## src/rtl/qbus_pkg.sv

```systemverilog
// Shared types and default timing for the Q-bus cycle sequencer.
package qbus_pkg;

  localparam int DAL_W      = 16;
  localparam int CNT_W      = 16;
  localparam int T_ASET_DEF = 2;
  localparam int T_DSET_DEF = 2;
  localparam int TMO_DEF    = 1024;
  localparam int SYNC_N_DEF = 2;

  typedef enum logic [3:0] {
    ST_IDLE     = 4'd0,
    ST_ASET     = 4'd1,
    ST_ADDR     = 4'd2,
    ST_DIN      = 4'd3,
    ST_DIN_REL  = 4'd4,
    ST_DSET     = 4'd5,
    ST_DOUT     = 4'd6,
    ST_DOUT_REL = 4'd7,
    ST_IAK      = 4'd8,
    ST_ABORT    = 4'd9
  } state_t;

endpackage

```

## src/rtl/qbus_sync.sv

```systemverilog
// N-stage synchronizer for an asynchronous single-bit input.
module qbus_sync #(
  parameter int N = 2
) (
  input  logic clk,
  input  logic srst,
  input  logic d,
  output logic q
);

  logic [N-1:0] stage_reg;

  always_ff @(posedge clk) begin
    if (srst) stage_reg <= '0;
    else      stage_reg <= {stage_reg[N-2:0], d};
  end

  assign q = stage_reg[N-1];

endmodule

```

## src/rtl/qbus_cycle_seq.sv

```systemverilog
// Q-bus transaction sequencer: turns control-chip cycle requests into timed
// bus strobes, runs the RPLY handshake and flags bus timeouts.
module qbus_cycle_seq
  import qbus_pkg::*;
#(
  parameter int T_ASET = T_ASET_DEF,
  parameter int T_DSET = T_DSET_DEF,
  parameter int TMO    = TMO_DEF,
  parameter int SYNC_N = SYNC_N_DEF
) (
  input  logic             pin_clk,
  input  logic             pin_rst,
  input  logic             cc_syn,
  input  logic             cc_di,
  input  logic             cc_do,
  input  logic             cc_wrby,
  input  logic             cc_inrak,
  output logic             cc_ra,
  output logic             cc_berr,
  input  logic [DAL_W-1:0] ad_in,
  output logic [DAL_W-1:0] rd_data,
  input  logic [DAL_W-1:0] dal_in,
  output logic [DAL_W-1:0] dal_out,
  output logic             dal_oe,
  output logic             bsync_o,
  output logic             bdin_o,
  output logic             bdout_o,
  output logic             bwtbt_o,
  output logic             biako_o,
  input  logic             brply_in
);

  logic rply;

  qbus_sync #(.N(SYNC_N)) u_rply_sync (
    .clk  (pin_clk),
    .srst (pin_rst),
    .d    (brply_in),
    .q    (rply)
  );

  state_t             state_reg, state_next;
  logic [CNT_W-1:0]   cnt_reg, cnt_next;
  logic               syn_prev_reg;
  logic               iak_reg, iak_next;
  logic               bsync_reg, bsync_next;
  logic               bdin_reg, bdin_next;
  logic               bdout_reg, bdout_next;
  logic               bwtbt_reg, bwtbt_next;
  logic               biako_reg, biako_next;
  logic               dal_oe_reg, dal_oe_next;
  logic               ra_reg, ra_next;
  logic               berr_reg, berr_next;
  logic [DAL_W-1:0]   dal_out_reg, dal_out_next;
  logic [DAL_W-1:0]   rd_data_reg, rd_data_next;
  logic               timeout;

  assign timeout = (cnt_reg == CNT_W'(TMO - 1));

  always_ff @(posedge pin_clk) begin
    if (pin_rst) begin
      state_reg    <= ST_IDLE;
      cnt_reg      <= '0;
      syn_prev_reg <= 1'b0;
      iak_reg      <= 1'b0;
      bsync_reg    <= 1'b0;
      bdin_reg     <= 1'b0;
      bdout_reg    <= 1'b0;
      bwtbt_reg    <= 1'b0;
      biako_reg    <= 1'b0;
      dal_oe_reg   <= 1'b0;
      ra_reg       <= 1'b0;
      berr_reg     <= 1'b0;
      dal_out_reg  <= '0;
      rd_data_reg  <= '0;
    end else begin
      state_reg    <= state_next;
      cnt_reg      <= cnt_next;
      syn_prev_reg <= cc_syn;
      iak_reg      <= iak_next;
      bsync_reg    <= bsync_next;
      bdin_reg     <= bdin_next;
      bdout_reg    <= bdout_next;
      bwtbt_reg    <= bwtbt_next;
      biako_reg    <= biako_next;
      dal_oe_reg   <= dal_oe_next;
      ra_reg       <= ra_next;
      berr_reg     <= berr_next;
      dal_out_reg  <= dal_out_next;
      rd_data_reg  <= rd_data_next;
    end
  end

  always_comb begin
    state_next   = state_reg;
    iak_next     = iak_reg;
    bsync_next   = bsync_reg;
    bdin_next    = bdin_reg;
    bdout_next   = bdout_reg;
    bwtbt_next   = bwtbt_reg;
    biako_next   = biako_reg;
    dal_oe_next  = dal_oe_reg;
    ra_next      = ra_reg;
    berr_next    = 1'b0;
    dal_out_next = dal_out_reg;
    rd_data_next = rd_data_reg;

    case (state_reg)
      ST_IDLE: begin
        if (cc_syn && !syn_prev_reg) begin
          state_next   = ST_ASET;
          dal_out_next = ad_in;
          dal_oe_next  = 1'b1;
        end else if (cc_inrak && cc_di && !cc_syn) begin
          state_next = ST_IAK;
          bdin_next  = 1'b1;
          biako_next = 1'b1;
          iak_next   = 1'b1;
        end
      end
      // Compare against T_ASET (not T_ASET-1) so bsync lands T_ASET+1 clocks after syn.
      ST_ASET: begin
        if (cnt_reg == CNT_W'(T_ASET)) begin
          state_next  = ST_ADDR;
          bsync_next  = 1'b1;
          dal_oe_next = 1'b0;
        end
      end
      ST_ADDR: begin
        if (cc_di) begin
          state_next = ST_DIN;
          bdin_next  = 1'b1;
          iak_next   = 1'b0;
        end else if (cc_do) begin
          state_next   = ST_DSET;
          dal_out_next = ad_in;
          dal_oe_next  = 1'b1;
          bwtbt_next   = cc_wrby;
        end else if (!cc_syn) begin
          state_next = ST_IDLE;
          bsync_next = 1'b0;
        end
      end
      ST_DIN, ST_IAK: begin
        if (rply) begin
          state_next   = ST_DIN_REL;
          rd_data_next = dal_in;
          ra_next      = 1'b1;
        end else if (timeout) begin
          state_next = ST_ABORT;
          berr_next  = 1'b1;
          bdin_next  = 1'b0;
          biako_next = 1'b0;
        end
      end
      // Shared by reads and interrupt acknowledges; iak_reg picks the exit.
      ST_DIN_REL: begin
        if (!cc_di) begin
          bdin_next  = 1'b0;
          biako_next = 1'b0;
          ra_next    = 1'b0;
          if (!rply) state_next = iak_reg ? ST_IDLE : ST_ADDR;
        end
      end
      ST_DSET: begin
        if (cnt_reg == CNT_W'(T_DSET - 1)) begin
          state_next = ST_DOUT;
          bdout_next = 1'b1;
        end
      end
      ST_DOUT: begin
        if (rply) begin
          state_next = ST_DOUT_REL;
          ra_next    = 1'b1;
        end else if (timeout) begin
          state_next  = ST_ABORT;
          berr_next   = 1'b1;
          bdout_next  = 1'b0;
          bwtbt_next  = 1'b0;
          dal_oe_next = 1'b0;
        end
      end
      ST_DOUT_REL: begin
        if (!cc_do) begin
          bdout_next  = 1'b0;
          ra_next     = 1'b0;
          dal_oe_next = 1'b0;
          bwtbt_next  = 1'b0;
          if (!rply) state_next = ST_ADDR;
        end
      end
      ST_ABORT: begin
        if (!cc_di && !cc_do && !cc_syn) begin
          state_next = ST_IDLE;
          bsync_next = 1'b0;
        end
      end
      default: begin
        state_next = ST_IDLE;
      end
    endcase
  end

  // Counter restarts on every state change; timeout only accrues while waiting for RPLY.
  always_comb begin
    cnt_next = '0;
    if (state_next == state_reg) begin
      case (state_reg)
        ST_ASET, ST_DSET:        cnt_next = cnt_reg + CNT_W'(1);
        ST_DIN, ST_DOUT, ST_IAK: cnt_next = rply ? cnt_reg : cnt_reg + CNT_W'(1);
        default:                 cnt_next = '0;
      endcase
    end
  end

  assign cc_ra   = ra_reg;
  assign cc_berr = berr_reg;
  assign rd_data = rd_data_reg;
  assign dal_out = dal_out_reg;
  assign dal_oe  = dal_oe_reg;
  assign bsync_o = bsync_reg;
  assign bdin_o  = bdin_reg;
  assign bdout_o = bdout_reg;
  assign bwtbt_o = bwtbt_reg;
  assign biako_o = biako_reg;

endmodule

```

## config.mk

```make
export PLATFORM = sky130hd
export DESIGN_NAME = qbus_cycle_seq
export DESIGN_NICKNAME = d
export VERILOG_FILES = /design/src/rtl/qbus_pkg.sv /design/src/rtl/qbus_sync.sv /design/src/rtl/qbus_cycle_seq.sv
export SDC_FILE = /design/constraint.sdc
export NUM_CORES = 1
export LEC_CHECK = 0
export ABC_AREA = 0
export CAP_MARGIN = 0
export CORE_ASPECT_RATIO = 2
export CORE_MARGIN = 8
export CORE_UTILIZATION = 45
export CTS_CLUSTER_DIAMETER = 60
export DETAILED_ROUTE_END_ITERATION = 10
export PLACE_DENSITY = 0.8
export SLEW_MARGIN = 5
export SYNTH_ARGS = -nofsm -noshare
export SYNTH_HDL_FRONTEND = slang
export SYNTH_SLANG_ARGS = --single-unit
```

## constraint.sdc

```tcl
create_clock -name pin_clk -period 5 [get_ports pin_clk]
set_input_delay 1.5 -clock pin_clk [delete_from_list [all_inputs] [get_ports pin_clk]]
set_output_delay 1.5 -clock pin_clk [all_outputs]
set_load 0.01 [all_outputs]
```

# --- Yosys cells after proc, flatten, opt, wreduce, memory -nomap -nowiden ---
# Cells that the tools add are included.
totals:
  regBits: 64
  input_bits: 40
  output_inout_bits: 40
  word_cells: 136
classes:
  addsub: 1
  n_eq_ne: 32
  n_mux: 53
  bitwise_logic: 2
  n_reduce_logical: 33
op_table:
  columns: ["operator", "n"]
  rows:
  - ["$mux W16", 4]
  - ["$pmux W16 S2", 2]
  - ["$mux W4", 15]
  - ["$ne A2 B2 Y1 const B", 18]
  - ["$pmux W4 S9", 1]
  - ["$mux W1", 22]
  - ["$reduce_and A6 Y1", 3]
  - ["$add A16 B1 Y16 const B", 1]
  - ["$eq A16 B1 Y1 const B", 1]
  - ["$eq A16 B10 Y1 const B", 1]
  - ["$eq A16 B2 Y1 const B", 1]
  - ["$eq A4 B3 Y1 const B", 4]
  - ["$pmux W1 S3", 5]
  - ["$reduce_bool A3 Y1", 5]
  - ["$reduce_and A4 Y1", 3]
  - ["$eq A4 B2 Y1 const B", 2]
  - ["$eq A4 B4 Y1 const B", 2]
  - ["$reduce_and A8 Y1", 1]
  - ["$reduce_and A7 Y1", 1]
  - ["$reduce_or A2 Y1", 3]
  - ["$reduce_or A3 Y1", 2]
  - ["$logic_and A1 B1 Y1", 5]
  - ["$pmux W1 S5", 1]
  - ["$reduce_and A5 Y1", 1]
  - ["13 further kinds", 17]

# --- Longest topological paths before layout ---
# Gate-level depths: netlist of the first run.
logic_depth:
  ltp_word: 8
  mapped_depth: 8

# --- Hierarchy ---
# Synthesis of the first run repeated with hierarchy kept, for this count alone.
hier_totals:
  cells_unflattened: 363
  area_unflattened_um2: 3208.1
by_module_without_submodules:
  columns: ["mod", "n_inst", "cells_per_inst", "area_per_inst_um2", "seq_area_each_um2"]
  rows:
  - ["qbus_cycle_seq", 1, 359, 3155.5, 1241.2]
  - ["qbus_sync", 1, 4, 52.6, 40.0]

# --- Worst setup path after synthesis of the first run ---
# OpenSTA, ideal clock, no wires.
synth_timing:
  path_type: "input to register"
  startpoint: "input cc_di"
  endpoint: "register cnt_reg[8]"
  setup_ps: 129
  t_arrival_ps: 2847
  required_ps: 4871
  setup_slack_ps: 2024
  stages: 7
  path_buffers: 2
  path_cell_list: "buf_2 > or3_4 > a32oi_2 > nand3_1 > o211ai_4 > buf_6 > a211oi_1"
synth_via:
  elab_chain_len: 8
synth_lines:
  columns: ["element", "line_no", "text"]
  rows:
  - ["start, declared", "qbus_cycle_seq.sv:14", "input logic cc_di,"]
  - ["$logic_and A1 B1 Y1 or $logic_not A1 Y1 (tied branches)", "qbus_cycle_seq.sv:114, qbus_cycle_seq.sv:193", null]
  - ["$logic_and A1 B1 Y1 (on tied branches)", "qbus_cycle_seq.sv:114, qbus_cycle_seq.sv:193", null]
  - ["$mux W4 or $logic_and A1 B1 Y1 (tied branches)", "qbus_cycle_seq.sv:114, qbus_cycle_seq.sv:193", null]
  - ["$mux W4 (on tied branches)", "qbus_cycle_seq.sv:110, qbus_cycle_seq.sv:193", null]
  - ["$pmux W4 S9 (*)", "qbus_cycle_seq.sv:108", "case (state_reg)"]
  - ["$eq A4 B4 Y1 (*)", "qbus_cycle_seq.sv:207", "if (state_next == state_reg) begin"]
  - ["$not A1 Y1 (no source line) (*)", null, null]
  - ["$reduce_or A2 Y1 (no source line) (*)", null, null]
  - ["end signal, assigned", "qbus_cycle_seq.sv:78", "cnt_reg <= cnt_next;"]
  - ["end, declared", "qbus_cycle_seq.sv:43", "logic [CNT_W-1:0] cnt_reg, cnt_next;"]
# Every way passes the cells marked *; elsewhere a longest branch is shown, timed or not.
# A chain may end at the register's enable or synchronous reset.

# --- Worst setup path after layout of the first run ---
layout_timing:
  startpoint: "input cc_di"
  endpoint: "register dal_out_reg[10] (netlist: dal_out[10])"
layout_via:
  elab_chain_len: 2
layout_lines:
  columns: ["element", "line_no", "text"]
  rows:
  - ["$ne A2 B2 Y1 (no source line)", null, null]
  - ["$reduce_and A4 Y1 (no source line)", null, null]
  - ["end signal, assigned", "qbus_cycle_seq.sv:89", "dal_out_reg <= dal_out_next;"]
  - ["end, declared", "qbus_cycle_seq.sv:54", "logic [DAL_W-1:0] dal_out_reg, dal_out_next;"]
# Every way passes these cells.

==> reports/results.tsv, run 1 <==
stage	metric	value	unit
status	outcome	finished clean	
critical_path	R2R depth	5	
route	DRC Markers	0	
clock_network	post-cts sizing count	0	
yosys	ys flop type	dfxtp_1	
die	Initial Util	0.4582	
sta	min cycle time layout	3379	ps
critical_path	Crit path top cell by count	nor2_1	
sta	final count of hold timing violations	0	
yosys	syn_area_per_cell	9.078	µm²
die	Cell Rows	44	
worst_hold_path	Hold Path Depth	1	
place	routability congestion estimate	0.8991	
global_route	initial antenna violation count	0	
die	die area	10510	µm²
critical_path	CP startpoint kind	input pin	
clock_network	Sink Count	64	
route	Routed Antenna Nets	0	
yosys	Synth top cells by count	dfxtp_1 (64), nor2_1 (43), mux2i_1 (33)	
yosys	Syn Inst Count	364	
cells_and_area	# fillers	608	
yosys	syn nets	407	
yosys	Yosys cell types	63	
sta	Setup TNS	0	ps
global_route	vias in the first global route	2978	
yosys	post-synthesis sequential area ratio	0.3877	
clock_network	Clock Latency Late Sink	330	ps
critical_path	crit end category	flop	
cells_and_area	Area Overhead vs Synth	32.00	%
die	# IOs	80	
sta	fmax	0.2960	GHz
critical_path	CP cell instances	clkdlybuf4s50_1, nor2_1, o21ai_2, mux2i_1, nor2_1	
clock_network	Max H-tree Level	3	
route	DRT iter0 DRCs	335	
route	drt first pass iters	4	
critical_path	Critical Path Fanout Max	17	
route	routed vias/inst	5.713	
clock_network	Worst-path clk slew	50	ps
power_and_ir_drop	power per standard cell area	303.9	nW/µm²
job	Max-Cap Viols	0	
sta	Clock Skews	8.892	ps
clock_network	clock buffer depth	2	
place	port bufs	79	
place	worst slack, placed	1298	ps
sta	RSZ-0062 raised after global routing	false	
worst_hold_path	HP Class	flop to flop	
yosys	Async SR Flop Fraction	0	
sta	WHS	452.1	ps
cells_and_area	# diodes	0	
die	total core area	7212	µm²
global_route	largest net degree at the start of global routing	51	
route	vias	3011	
die	Die Y-Extent	137.2	µm
cells_and_area	share of cells above drive strength 1	0.07816	
clock_network	Root Driver	clkbuf_16	
yosys	count leader, synth	dfxtp_1	
yosys	EDFF count, synth	0	
critical_path	Largest stage delay, worst path	900	ps
sta	Tcrit/Tclk final	0.6758	
power_and_ir_drop	IR drop worst, VDD	0.2435	mV
yosys	ranking of synthesized cells by area	dfxtp_1 (39%), mux2i_1 (10%), nor2_1 (4.9%)	
route	Routed Wire Length	8941	µm
die	Horiz. Die Dim	76.60	µm
yosys	area leader, netlist	dfxtp_1	
sta	Final Max Slew Viols	0	
route	routed length per placed instance	16.97	µm
global_route	global-route wire length before repair	13970	µm
yosys	Syn. warnings	0	
critical_path	CP arrival	3580	ps
yosys	Synth Register Bits	64	
critical_path	CP Class	input pin to flop	
yosys	Syn Std Cell Area	3304	µm²
global_route	total global-route track usage	0.1651	
global_route	Remaining Overflow, GRT	0	
sta	Setup Viol. Count Final	0	
sta	final worst slack	1621	ps
critical_path	Crit path required time	5200	ps
cells_and_area	Layout Nets	473	
cells_and_area	Final Util	0.6048	
clock_network	Hold-fix buffers, CTS	0	
yosys	post-synth top area share	0.3877	
place	hpwl dp	6627	µm
critical_path	CP max stage cell	o21ai_2	
clock_network	total CTS buffers	9	
sta	max_slew headroom	0.2358	
sta	Worst-Margin Slew	1146	ps
power_and_ir_drop	LEAKAGE	1.546	nW
clock_network	setup bufs post-CTS	0	
clock_network	CTS tree	yes	
## worst max-delay path, delay by kind of cell
family | cells | cell delay [ps]
compound gates | 1 | 900
buf+inv | 1 | 660
mux | 1 | 290
simple gates | 2 | 220
## cells in the final DEF, fill, tap and decap left out, drive strengths merged, types with 2 or more instances in the layout
master,n
a2111o,2
a2111oi,4
a211oi,7
a21boi,3
a21o,3
a21oi,12
a22oi,2
a31oi,8
and2,3
and3,3
and3b,2
and4,3
buf,2
clkbuf,11
clkdlybuf4s50,79
clkinv,3
dfxtp,64
ha,3
inv,12
mux2,2
mux2i,33
nand2,24
nand2b,4
nand3,10
nand4,5
nand4b,2
nor2,43
nor2b,7
nor3,16
nor3b,4
nor4,5
o211ai,4
o21a,3
o21ai,11
o31ai,3
or3,2
xnor2,15
## where the power goes
group          internal, mW  leakage (nW)  switching, mW
Sequential            0.526         0.519         0.0182
Combinational        0.0813         0.881         0.0763
Clock                 0.398         0.145          0.226
Total                  1.01          1.55          0.321
## through the flow
| stage | power [mW] | cells | area [µm²] |
|---|---|---|---|
| final | 1.326 | 527 | 4362 |
| after global routing | 1.369 | 527 | 4362 |
| after CTS | 1.332 | 527 | 4362 |
| after detailed placement | 0.7121 | 511 | 4063 |
| after global placement | 0.7082 | 511 | 4063 |
| after floorplan | 0.6438 | 364 | 3304 |
## cells by family after synthesis
kind of cell | after synthesis | synth area share
compound gates | 72 | 0.1662
xor+xnor | 15 | 0.03976
fa+ha+maj | 3 | 0.01136
buf+inv | 38 | 0.06399
flops | 64 | 0.3877
mux | 35 | 0.1068
simple gates | 137 | 0.2242
## layout make-up
type / instances / area (µm²) / area share
Timing Repair Buffer: 81 / 805.8 / 0.1847
Tap cell: 92 / 115.1 / 0.02639
Inverter: 12 / 45.04 / 0.01033
Clock buffer: 11 / 242.7 / 0.05565
Multi-Input combinational cell: 262 / 1815 / 0.4162
Clock inverter: 5 / 56.30 / 0.01291
Sequential cell: 64 / 1281 / 0.2937
## worst paths after layout
kind	from	endpoint	slack [ps]
setup / recovery	cc_di	dal_out[10]	1620
hold / removal	u_rply_sync.stage_reg[0]	u_rply_sync.stage_reg[1]	450
setup reg to reg	state_reg[2]	cnt_reg[1]	2450
hold reg to reg	u_rply_sync.stage_reg[0]	u_rply_sync.stage_reg[1]	450
## routing by layer
metal	vias to the layer above	GRT usage	share of wire
li1	1433	-	-
met3	34	0.04641	0.044
met1	1434	0.1485	0.35
met5	-	0	0
met2	110	0.3052	0.55
met4	0	0.1272	0.050
Note: power is estimated with default switching activity, not from simulation.
==> run 2: changes to the inputs <==
- PLACE_DENSITY: 0.8 -> 0.83
- clock period: 5 -> 3.1 ns (I/O delays scaled with it)
==> run 2 against run 1 <==
Power up 52%; sequential share of layout area about the same; cell count up 1.1%; worst setup slack worse by 1200 ps; register-to-register slack worse by 1800 ps; critical path depth unchanged; wire length up 5.4%; critical endpoint is now dal_out[5].
==> reports/results.tsv, run 2 (synthesized netlist as in run 1, its figures left out) <==
stage	metric	value	unit
global_route	total global-route track usage	0.1783	
status	outcome	finished clean	
route	routed length per placed instance	17.68	µm
route	Routed Antenna Nets	0	
job	Max-Cap Viols	0	
sta	final count of hold timing violations	0	
route	routed vias/inst	5.769	
die	Horiz. Die Dim	76.60	µm
sta	Final Max Slew Viols	0	
cells_and_area	Final Util	0.6053	
route	Routed Wire Length	9423	µm
place	worst slack, placed	71.40	ps
place	Area after DPL	4110	µm²
cells_and_area	design area	4365	µm²
sta	Setup Viol. Count Final	0	
power_and_ir_drop	power per standard cell area	460.8	nW/µm²
cells_and_area	commonest non-fill, non-tap cells in the layout	clkdlybuf4s50_1 (78), dfxtp_1 (64), nor2_1 (43)	
clock_network	CTS tree	yes	
critical_path	Critical Path Fanout Max	17	
clock_network	clock buffer depth	2	
die	Initial Util	0.4582	
route	drt first pass iters	4	
global_route	largest net degree at the start of global routing	28	
worst_hold_path	HP Class	flop to flop	
critical_path	CP Class	input pin to flop	
power_and_ir_drop	IR drop worst, VDD	0.4058	mV
clock_network	Sink Count	64	
critical_path	CP startpoint kind	input pin	
place	routability congestion estimate	0.9866	
critical_path	crit end category	flop	
cells_and_area	Layout Nets	480	
clock_network	post-cts sizing count	0	
cells_and_area	Area Overhead vs Synth	32.11	%
place	port bufs	79	
critical_path	Crit path required time	3310	ps
sta	max_slew headroom	0.2209	
sta	Setup TNS	0	ps
global_route	Remaining Overflow, GRT	0	
sta	fmax	0.3686	GHz
global_route	vias in the first global route	3017	
clock_network	Clock Latency Late Sink	330	ps
sta	final worst slack	386.7	ps
cells_and_area	share of cells above drive strength 1	0.09070	
die	Die Y-Extent	137.2	µm
route	DRT iter0 DRCs	267	
clock_network	Root Driver	clkbuf_16	
sta	min cycle time layout	2713	ps
clock_network	Worst-path clk slew	50	ps
sta	RSZ-0062 raised after global routing	false	
cells_and_area	most common cell after layout, fill and taps aside	clkdlybuf4s50_1	
die	Cell Rows	44	
sta	Clock Skews	4.377	ps
place	hpwl dp	7214	µm
die	die area	10510	µm²
die	total core area	7212	µm²
clock_network	Hold-fix buffers, CTS	0	
sta	Tcrit/Tclk final	0.8753	
power_and_ir_drop	LEAKAGE	1.562	nW
global_route	global-route wire length before repair	14880	µm
power_and_ir_drop	total power	2.011	mW
cells_and_area	# diodes	0	
critical_path	CP arrival	2920	ps
route	DRC Markers	0	
cells_and_area	# fillers	620	
clock_network	total CTS buffers	9	
clock_network	setup bufs post-CTS	0	
clock_network	Max H-tree Level	3	
route	vias	3075	
sta	Worst-Margin Slew	1169	ps
global_route	initial antenna violation count	0	
die	# IOs	80	
## run 2: changes by cell type in the layout (fill, tap and decap cells not counted), sizes merged
cell,previous run,this run
buf,2,10
bufinv,1,0
clkdlybuf4s50,79,78
## run 2: final cells by class
type                       instances  area [µm²]  area share
multi-input combinational        262        1815      0.4159
sequential                        64        1281      0.2935
timing repair buffer              88       853.3      0.1955
clock buffer                      11       232.7     0.05331
tap                               92       115.1     0.02637
inverter                          12       45.04     0.01032
clock inverter                     4       22.52    0.005159
## run 2: report_power, final
part | switching [mW] | internal [mW]
clock | 0.338 | 0.531
combinational | 0.133 | 0.135
sequential | 0.0258 | 0.849
## run 2: worst paths after layout
| kind | start | cells past startpoint | slack, ps | end |
|---|---|---|---|---|
| setup / recovery | cc_syn | 5 | 390 | dal_out[5] |
| hold / removal | u_rply_sync.stage_reg[0] | 1 | 440 | u_rply_sync.stage_reg[1] |
| hold reg to reg | u_rply_sync.stage_reg[0] | 1 | 440 | u_rply_sync.stage_reg[1] |
| setup reg to reg | state_reg[2] | 5 | 690 | cnt_reg[13] |
## run 2: critical path, stage by stage
cell	delay, ps
clkdlybuf4s50_1	480
nor3b_1	200
o21ai_2	940
mux2i_1	300
nor2_1	70
## run 2: metal layers
metal	part of all wire	global-route usage	wire [µm]
met2	0.57	0.3426	5408
met5	0	0	0
met3	0.047	0.04248	441
met4	0.045	0.1207	426
met1	0.33	0.1604	3147
## run 2: through the flow
stage | std cells | hold WS, ps
after floorplan | 364 | 413.8
after global placement | 518 | 430.0
after detailed placement | 518 | 444.6
after CTS | 533 | 455.2
after global routing | 533 | 460.8
final | 533 | 444.6
==> run 3: changes to the inputs <==
- DONT_BUFFER_PORTS: default -> 1
- PLACE_DENSITY: 0.83 -> 0.68
- RECOVER_POWER: default -> 50
- REMOVE_ABC_BUFFERS: default -> 1
==> run 3 against run 2 <==
Sequential power is 1% higher; highest routed layer unchanged; wire length down 9.6%; via count shrank 14%; clock skew grew 2.4 ps; largest power group is now clock; largest cell class unchanged.
==> reports/results.tsv, run 3 (synthesized netlist as in run 1, its figures left out) <==
stage	metric	value	unit
place	port bufs	0	
global_route	vias in the first global route	2778	
die	Cell Rows	44	
sta	fmax	0.3930	GHz
route	Routed Wire Length	8517	µm
clock_network	Worst-path clk slew	60	ps
critical_path	Largest stage delay, worst path	830	ps
sta	final count of hold timing violations	0	
cells_and_area	Layout Nets	397	
power_and_ir_drop	LEAKAGE	1.275	nW
power_and_ir_drop	Sw Ratio	0.2319	
clock_network	Root Driver	clkbuf_16	
die	# IOs	80	
route	Routed Antenna Nets	0	
clock_network	setup bufs post-CTS	0	
critical_path	Crit path required time	3290	ps
power_and_ir_drop	combinational share of power	0.071	
route	drt first pass iters	4	
cells_and_area	Area Overhead vs Synth	9.050	%
cells_and_area	Finished Layout Cells	451	
critical_path	Critical Path Fanout Max	24	
power_and_ir_drop	total power	2.097	mW
sta	Worst-Margin Slew	1049	ps
global_route	initial antenna violation count	0	
clock_network	Sink Count	64	
sta	Final Max Slew Viols	0	
critical_path	CP max stage cell	nor3_1	
sta	max_slew headroom	0.3008	
critical_path	crit end category	flop	
cells_and_area	# diodes	0	
clock_network	Hold-fix buffers, CTS	0	
die	Horiz. Die Dim	76.60	µm
global_route	total global-route track usage	0.1624	
clock_network	total CTS buffers	9	
die	Die Y-Extent	137.2	µm
place	hpwl dp	6437	µm
route	DRC Markers	0	
sta	final worst slack	555.4	ps
sta	Setup TNS	0	ps
sta	Clock Skews	6.780	ps
place	worst slack, placed	591.4	ps
global_route	global-route wire length before repair	13610	µm
critical_path	CP arrival	2730	ps
job	Max-Cap Viols	0	
route	vias	2652	
power_and_ir_drop	Flop pwr share	0.423	
sta	WHS	451.3	ps
cells_and_area	commonest non-fill, non-tap cells in the layout	dfxtp_1 (64), nor2_1 (43), mux2i_1 (33)	
place	cell count after placement	435	
critical_path	CP startpoint kind	flop	
die	Initial Util	0.4582	
clock_network	Max H-tree Level	3	
global_route	largest net degree at the start of global routing	51	
place	routability congestion estimate	0.8793	
cells_and_area	most common cell after layout, fill and taps aside	dfxtp_1	
sta	min cycle time layout	2545	ps
critical_path	CP Class	flop to flop	
clock_network	CTS tree	yes	
clock_network	Clock Latency Late Sink	330	ps
clock_network	post-cts sizing count	0	
power_and_ir_drop	power per standard cell area	582.0	nW/µm²
power_and_ir_drop	Int Pwr	1.611	mW
sta	RSZ-0062 raised after global routing	false	
critical_path	CP cell instances	nor3_1, o21ai_0, a21o_1, o211ai_4, nor4_1	
power_and_ir_drop	IR drop worst, VDD	0.5441	mV
status	outcome	finished clean	
sta	Setup Viol. Count Final	0	
power_and_ir_drop	sw power	0.4864	mW
route	routed vias/inst	5.880	
route	routed length per placed instance	18.88	µm
power_and_ir_drop	Clock Power Share	0.506	
sta	Tcrit/Tclk final	0.8209	
clock_network	clock buffer depth	2	
worst_hold_path	HP Class	flop to flop	
global_route	Remaining Overflow, GRT	0	
cells_and_area	share of cells above drive strength 1	0.09749	
route	DRT iter0 DRCs	150	
die	total core area	7212	µm²
die	die area	10510	µm²
[run 3: cell count changes in the layout (fill, tap and decap cells not counted)]
cell	delta
clkdlybuf4s50_1	-78
buf_4	-4
bufinv_16	+2
clkinv_2	-2
and2_0	+1
and2_1	-1
buf_2	-1
clkinv_4	+1
nor3_1	+1
nor3_2	-1
[run 3: area by class of cell]
type / count / area, µm²
tap: 92 / 115.1
sequential: 64 / 1281
clock inverter: 5 / 81.33
inverter: 12 / 45.04
fill: 648 / 3608
multi-input combinational: 262 / 1810
timing repair buffer: 5 / 37.54
clock buffer: 11 / 232.7
[run 3: worst paths after layout]
kind | startpoint | endpoint | slack (ps) | depth (start not counted)
worst max register to register | state_reg[0] | cnt_reg[1] | 560 | 5
worst min register to register | u_rply_sync.stage_reg[0] | u_rply_sync.stage_reg[1] | 450 | 1
worst min-delay path | u_rply_sync.stage_reg[0] | u_rply_sync.stage_reg[1] | 450 | 1
worst max-delay path | state_reg[0] | cnt_reg[1] | 560 | 5
[run 3: metrics by stage]
stage	instance area, µm²	util
finish	3603	0.4997
global placement	3294	0.4568
floorplan	3138	-
detailed placement	3294	0.4568
global route	3603	0.4997
CTS	3608	0.5003
[run 3: metal layers]
layer	up-vias	part of all wire	global-route usage
met3	31	0.071	0.06144
met5	-	0	0
met4	0	0.058	0.1304
li1	1290	-	-
met1	1224	0.35	0.1397
met2	107	0.52	0.2942
[run 3: power groups by stage]
stage | Sequential [mW] | Combinational [mW] | Clock (mW)
after floorplan | 0.897 | 0.115 | 0
after global placement | 0.906 | 0.145 | 0
after detailed placement | 0.905 | 0.149 | 0
after CTS | 0.888 | 0.149 | 1.07
after global routing | 0.892 | 0.161 | 1.11
final | 0.887 | 0.148 | 1.06
[run 3: critical path, delay by kind of cell, from the launching register on]
| kind | cells | cell delay (ps) |
|---|---|---|
| AND/OR/NAND/NOR | 2 | 970 |
| flip-flops | 1 | 560 |
| AO/OA/AOI/OAI | 3 | 860 |
